File: src/rtl/knn_batch_ctrl.sv
// k-NN batch controller: streams search batches from memory through the
// distance/sort engine and keeps the global best and second-best matches.
module knn_batch_ctrl #(
    parameter int MEM_AW  = 8,
    parameter int TIMEOUT = 64
) (
    input  logic              clk,
    input  logic              rst,
    input  logic              start_valid,
    output logic              start_ready,
    input  logic [63:0]       query,
    input  logic [4:0]        num_batches,
    input  logic [MEM_AW-1:0] base_addr,
    output logic              mem_rd_en,
    output logic [MEM_AW-1:0] mem_rd_addr,
    input  logic [511:0]      mem_rd_data,
    output logic              eng_in_valid,
    output logic [63:0]       eng_query,
    output logic [511:0]      eng_search,
    input  logic              eng_out_valid,
    input  logic [2:0]        eng_addr_1st,
    input  logic [2:0]        eng_addr_2nd,
    input  logic [31:0]       eng_dist_1st,
    input  logic [31:0]       eng_dist_2nd,
    output logic              res_valid,
    input  logic              res_ready,
    output logic [6:0]        res_idx_1st,
    output logic [6:0]        res_idx_2nd,
    output logic [31:0]       res_dist_1st,
    output logic [31:0]       res_dist_2nd,
    output logic              res_err,
    output logic              busy
);

    localparam int TW = $clog2(TIMEOUT + 1);

    typedef enum logic [2:0] {
        IDLE,
        FETCH,
        LOAD,
        ISSUE,
        WAIT,
        DONE
    } state_t;

    state_t state;
    state_t state_nx;

    logic [63:0]       q_r;
    logic [4:0]        nb_r;
    logic [MEM_AW-1:0] base_r;
    logic [4:0]        bcnt;
    logic [511:0]      srch_r;
    logic [31:0]       g1_d;
    logic [31:0]       g2_d;
    logic [6:0]        g1_i;
    logic [6:0]        g2_i;
    logic              err_r;
    logic [TW-1:0]     tmr;

    logic              last_b;
    logic              tmo;
    logic [31:0]       m1_d;
    logic [31:0]       m2_d;
    logic [6:0]        m1_i;
    logic [6:0]        m2_i;
    logic [31:0]       cd [4];
    logic [6:0]        ci [4];
    logic [1:0]        rk [4];

    assign last_b = (bcnt == nb_r - 5'd1);
    assign tmo    = (tmr == TW'(TIMEOUT - 1));

    assign eng_query    = q_r;
    assign eng_search   = srch_r;
    assign res_idx_1st  = g1_i;
    assign res_idx_2nd  = g2_i;
    assign res_dist_1st = g1_d;
    assign res_dist_2nd = g2_d;
    assign res_err      = err_r;
    assign mem_rd_addr  = mem_rd_en ? base_r + MEM_AW'(bcnt) : '0;

    // State register
    always_ff @(posedge clk) begin
        if (rst) begin
            state <= IDLE;
        end else begin
            state <= state_nx;
        end
    end

    // Next-state and control strobes
    always_comb begin
        state_nx     = state;
        start_ready  = 1'b0;
        busy         = 1'b1;
        mem_rd_en    = 1'b0;
        eng_in_valid = 1'b0;
        res_valid    = 1'b0;
        unique case (state)
            IDLE: begin
                start_ready = 1'b1;
                busy        = 1'b0;
                if (start_valid) begin
                    state_nx = (num_batches == 5'd0) ? DONE : FETCH;
                end
            end
            FETCH: begin
                mem_rd_en = 1'b1;
                state_nx  = LOAD;
            end
            LOAD: begin
                state_nx = ISSUE;
            end
            ISSUE: begin
                eng_in_valid = 1'b1;
                state_nx     = WAIT;
            end
            WAIT: begin
                if (eng_out_valid) begin
                    state_nx = last_b ? DONE : FETCH;
                end else if (tmo) begin
                    state_nx = DONE;
                end
            end
            DONE: begin
                res_valid = 1'b1;
                if (res_ready) begin
                    state_nx = IDLE;
                end
            end
            default: begin
                state_nx = IDLE;
            end
        endcase
    end

    // Stable top-2 of {g1, g2, e1, e2}: lower position wins ties
    always_comb begin
        cd[0] = g1_d;
        ci[0] = g1_i;
        cd[1] = g2_d;
        ci[1] = g2_i;
        cd[2] = eng_dist_1st;
        ci[2] = {bcnt[3:0], eng_addr_1st};
        cd[3] = eng_dist_2nd;
        ci[3] = {bcnt[3:0], eng_addr_2nd};
        m1_d  = '1;
        m1_i  = '0;
        m2_d  = '1;
        m2_i  = '0;
        for (int i = 0; i < 4; i++) begin
            rk[i] = 2'd0;
            for (int j = 0; j < 4; j++) begin
                if (j != i && (cd[j] < cd[i] ||
                    (cd[j] == cd[i] && j < i))) begin
                    rk[i] = rk[i] + 2'd1;
                end
            end
            if (rk[i] == 2'd0) begin
                m1_d = cd[i];
                m1_i = ci[i];
            end
            if (rk[i] == 2'd1) begin
                m2_d = cd[i];
                m2_i = ci[i];
            end
        end
    end

    // Job context, search buffer, running result and wait timer
    always_ff @(posedge clk) begin
        if (rst) begin
            q_r    <= '0;
            nb_r   <= '0;
            base_r <= '0;
            bcnt   <= '0;
            srch_r <= '0;
            g1_d   <= '1;
            g2_d   <= '1;
            g1_i   <= '0;
            g2_i   <= '0;
            err_r  <= 1'b0;
            tmr    <= '0;
        end else begin
            unique case (state)
                IDLE: begin
                    if (start_valid) begin
                        q_r    <= query;
                        nb_r   <= num_batches;
                        base_r <= base_addr;
                        bcnt   <= '0;
                        g1_d   <= '1;
                        g2_d   <= '1;
                        g1_i   <= '0;
                        g2_i   <= '0;
                        err_r  <= (num_batches == 5'd0);
                    end
                end
                LOAD: begin
                    srch_r <= mem_rd_data;
                end
                ISSUE: begin
                    tmr <= '0;
                end
                WAIT: begin
                    if (eng_out_valid) begin
                        g1_d <= m1_d;
                        g1_i <= m1_i;
                        g2_d <= m2_d;
                        g2_i <= m2_i;
                        if (!last_b) begin
                            bcnt <= bcnt + 5'd1;
                        end
                    end else if (tmo) begin
                        err_r <= 1'b1;
                    end else begin
                        tmr <= tmr + TW'(1);
                    end
                end
                default: begin
                end
            endcase
        end
    end

endmodule

File: config.mk
export PLATFORM = sky130hd
export DESIGN_NAME = knn_batch_ctrl
export DESIGN_NICKNAME = d
export VERILOG_FILES = /design/src/rtl/knn_batch_ctrl.sv
export SDC_FILE = /design/constraint.sdc
export NUM_CORES = 2
export LEC_CHECK = 0
export ABC_AREA = 1
export BUFFER_PORTS_ARGS = -buffer_cell sky130_fd_sc_hd__buf_2
export CORE_AREA = 2 2 525 527
export DETAILED_ROUTE_END_ITERATION = 8
export DIE_AREA = 0 0 527 529
export GPL_TIMING_DRIVEN = 0
export PLACE_DENSITY_LB_ADDON = 0.15
export SETUP_SLACK_MARGIN = 0.4
export SKIP_LAST_GASP = 1
export SLEW_MARGIN = 20
export SYNTH_ARGS = -nofsm -noshare
export SYNTH_HDL_FRONTEND = slang
export SYNTH_SLANG_ARGS = --single-unit
export TNS_END_PERCENT = 5
File: constraint.sdc
create_clock -name clk -period 5.9 [get_ports clk]
set_input_delay 1.18 -clock clk [delete_from_list [all_inputs] [get_ports clk]]
set_output_delay 1.18 -clock clk [all_outputs]
set_load 0.01 [all_outputs]
==> flow_summary.json <==
{
  "grt_pass1_wl_um": 346000,
  "grt_pass1_vias": 35300,
  "post-route-period-util": 0.728,
  "crit_arrival_ns": 5.01,
  "critPathLaunchType": "primary input",
  "core_sq_um": 273000,
  "syn_avg_cell_area_sq_um": 7.39,
  "hold_class": "reg2reg",
  "syn_to_final_growth_pct": 46.6,
  "drt_iter0_drc": 2425,
  "clock_latency_ns": 0.84,
  "postCtsHoldBufs": 0,
  "post_cts_buffers": 0,
  "dpl.cell_count": 9180,
  "nets": 6563,
  "fmax_ghz": 0.233,
  "routed_via_density": 3.82,
  "slew_viol_final": 0,
  "timing.rr.start": "res_dist_2nd[2]",
  "via_count": 36000,
  "place_hpwl_um": 231000,
  "required_ns": 6.61,
  "die-area_sq_um": 279000,
  "slew_headroom": 0.291,
  "setup_viol": 0,
  "post_cts_resized": 0,
  "numPortBuffers": 1330,
  "r2r_slack_ns": 1.64,
  "wire_per_inst_um": 28.7,
  "regArea_sq_um": 13700,
  "synth_area_sq_um": 31500,
  "rows": 192,
  "reg2reg_depth": 21,
  "synth-edff-count": 0,
  "ant_nets": 0,
  "vdd_drop_max_mv": 0.219,
  "clk_pin_slew_ns": 0.06,
  "crit_path_max_fanout": 10,
  "drive_above_1_share": 0.271,
  "cp-startpoint": "eng_dist_1st[15]",
  "synthFlopType": "dfxtp_1",
  "io_pins": 1332,
  "root_buffer": "clkbuf_16",
  "ys.warnings.count": 0,
  "globalplace.congestion": 0.914,
  "synth_top_area_share": 0.434,
  "final.setup_skew_ns": 0.0783,
  "async_flop_share": 0,
  "finalInstanceArea_sq_um": 46100,
  "ys_ff_latch": 683,
  "power_density_nw_per_um2": 368,
  "ys_types": 45,
  "cts_buffers": 100,
  "route.detailed.drc": 0,
  "tightest_slew_ns": 1.06,
  "seq_area_frac_synth": 0.434,
  "start_util": 0.115,
  "cts_num_sinks": 683,
  "finalHoldViolCount": 0,
  "die_w_um": 527,
  "run_status": "complete, no violations",
  "grt_max_degree": 16,
  "maxCapViolations": 0,
  "overflow": 0,
  "tritoncts": "yes",
  "setup_tns_ns": 0,
  "antenna_found_initial": 192,
  "track_usage": 0.186,
  "drtPass1Iterations": 7,
  "critPathCaptureType": "register",
  "instances_no_fill": 9412,
  "crit_type": "in2reg",
  "netlist_instances": 4259,
  "fin_crit_ns": 4.30,
  "syn-num-nets": 5129,
  "reg2reg_to": "res_dist_1st[30]",
  "synth.area.top_cells": "dfxtp_1 43%, o21ai_0 12%, a21oi_1 11%, inv_1 8.5%, ha_1 8.1%",
  "placed_cell_area_sq_um": 42700,
  "cp-endpoint": "res_dist_1st[30]",
  "wl_um": 270000,
  "rsz0062_at_grt": "no",
  "multi_input_area_sq_um": 14100,
  "cellLeakagePower_nw": 20.4,
  "die_h_um": 529,
  "h-tree-depth": 3,
  "synth_largest_area_cell": "dfxtp_1",
  "clk_path_buf_depth": 4,
  "num-fill-cells": 31500
}
## where the power goes
part           internal [mW]  switching [mW]  total, mW
Combinational           1.48            3.52       5.00
Clock                   3.75            2.58       6.32
Sequential              5.19           0.460       5.65
## routing by layer
metal  global-route usage  share of wire  up-vias
li1                     -              -    16800
met1                0.219           0.40    17100
met2                0.310           0.46     1533
met3               0.0680          0.091      451
met4               0.0593          0.039       70
met5                    0         0.0017        -
## per-stage QoR
stage | utilization | total power, mW | hold WS [ns] | setup WS (ns)
after global placement | 0.156 | 10.8 | 0.431 | 0.687
after floorplan | - | 8.00 | 0.422 | 2.25
after CTS | 0.169 | 17.4 | 0.442 | 1.62
after detailed placement | 0.156 | 10.8 | 0.433 | 0.779
after global routing | 0.169 | 17.9 | 0.455 | 1.30
final | 0.169 | 17.0 | 0.441 | 1.60
## state kept, by name, summed over array words and instances, names as in the netlist, 3 cells and up
register	count
base_r	8
bcnt	5
eng_query	64
eng_search	512
nb_r	5
res_dist_1st	32
res_dist_2nd	32
res_idx_1st	7
res_idx_2nd	7
state	3
tmr	7
## kinds of logic after synthesis
| kind of cell | synth area share |
|---|---|
| xor+xnor | 0.00250 |
| flops | 0.434 |
| simple gates | 0.115 |
| compound gates | 0.247 |
| fa+ha+maj | 0.0821 |
| buf+inv | 0.119 |
## final cells by class
class,count,share of cell area
antenna,58,0.00315
buffer,257,0.0231
clock buffer,147,0.0640
clock inverter,27,0.00767
inverter,716,0.0582
multi-input combinational,2603,0.305
sequential,683,0.296
tap,3589,0.0973
timing repair buffer,1332,0.145
## critical path, cell delays in order
cell and delay, ns:
buf_2 0.14, inv_1 0.07, ha_1 0.33, nand4_1 0.21, nor2_1 0.44, nand3_1 0.29
nor2_1 0.22, a21oi_1 0.09, ha_1 0.33, nand3_1 0.11, nand2_1 0.28, nand3_1 0.16
nand2_1 0.14, nor2_2 0.07, nor2_4 0.26, buf_2 0.36, o21ai_0 0.21, nand2_1 0.09
## how the worst min path moves through the flow
stage,to,depth (start not counted),slack (ns),start
after CTS,eng_search[116],2,0.44,eng_search[116]
after detailed placement,eng_search[116],2,0.43,eng_search[116]
final,eng_search[216],2,0.44,eng_search[216]
after global placement,eng_search[221],2,0.43,eng_search[221]
after global routing,eng_search[220],2,0.46,eng_search[220]
after floorplan,tmr[6],2,0.42,tmr[6]
## Yosys cell counts (7+ instances only)
master,number
a21o_1,7
nor3_1,44
nand3_1,52
a21oi_1,697
nand2_1,336
o21a_1,12
clkbuf_1,224
nor2_1,359
a21oi_2,11
o21ai_1,60
o21ai_0,738
ha_1,205
buf_2,19
dfxtp_1,683
buf_6,8
inv_1,709
nand4_1,24
## placed cells by master (no fill, tap or decap), types with 51 or more instances in the layout
cell / n
nand3_1: 51
o21ai_0: 738
diode_2: 58
inv_1: 709
clkbuf_1: 239
nor2_1: 359
a21oi_1: 697
buf_2: 1349
ha_1: 205
dfxtp_1: 683
nand2_1: 336
o21ai_1: 60
clkbuf_16: 102
Power figures use the tool's default switching activity.
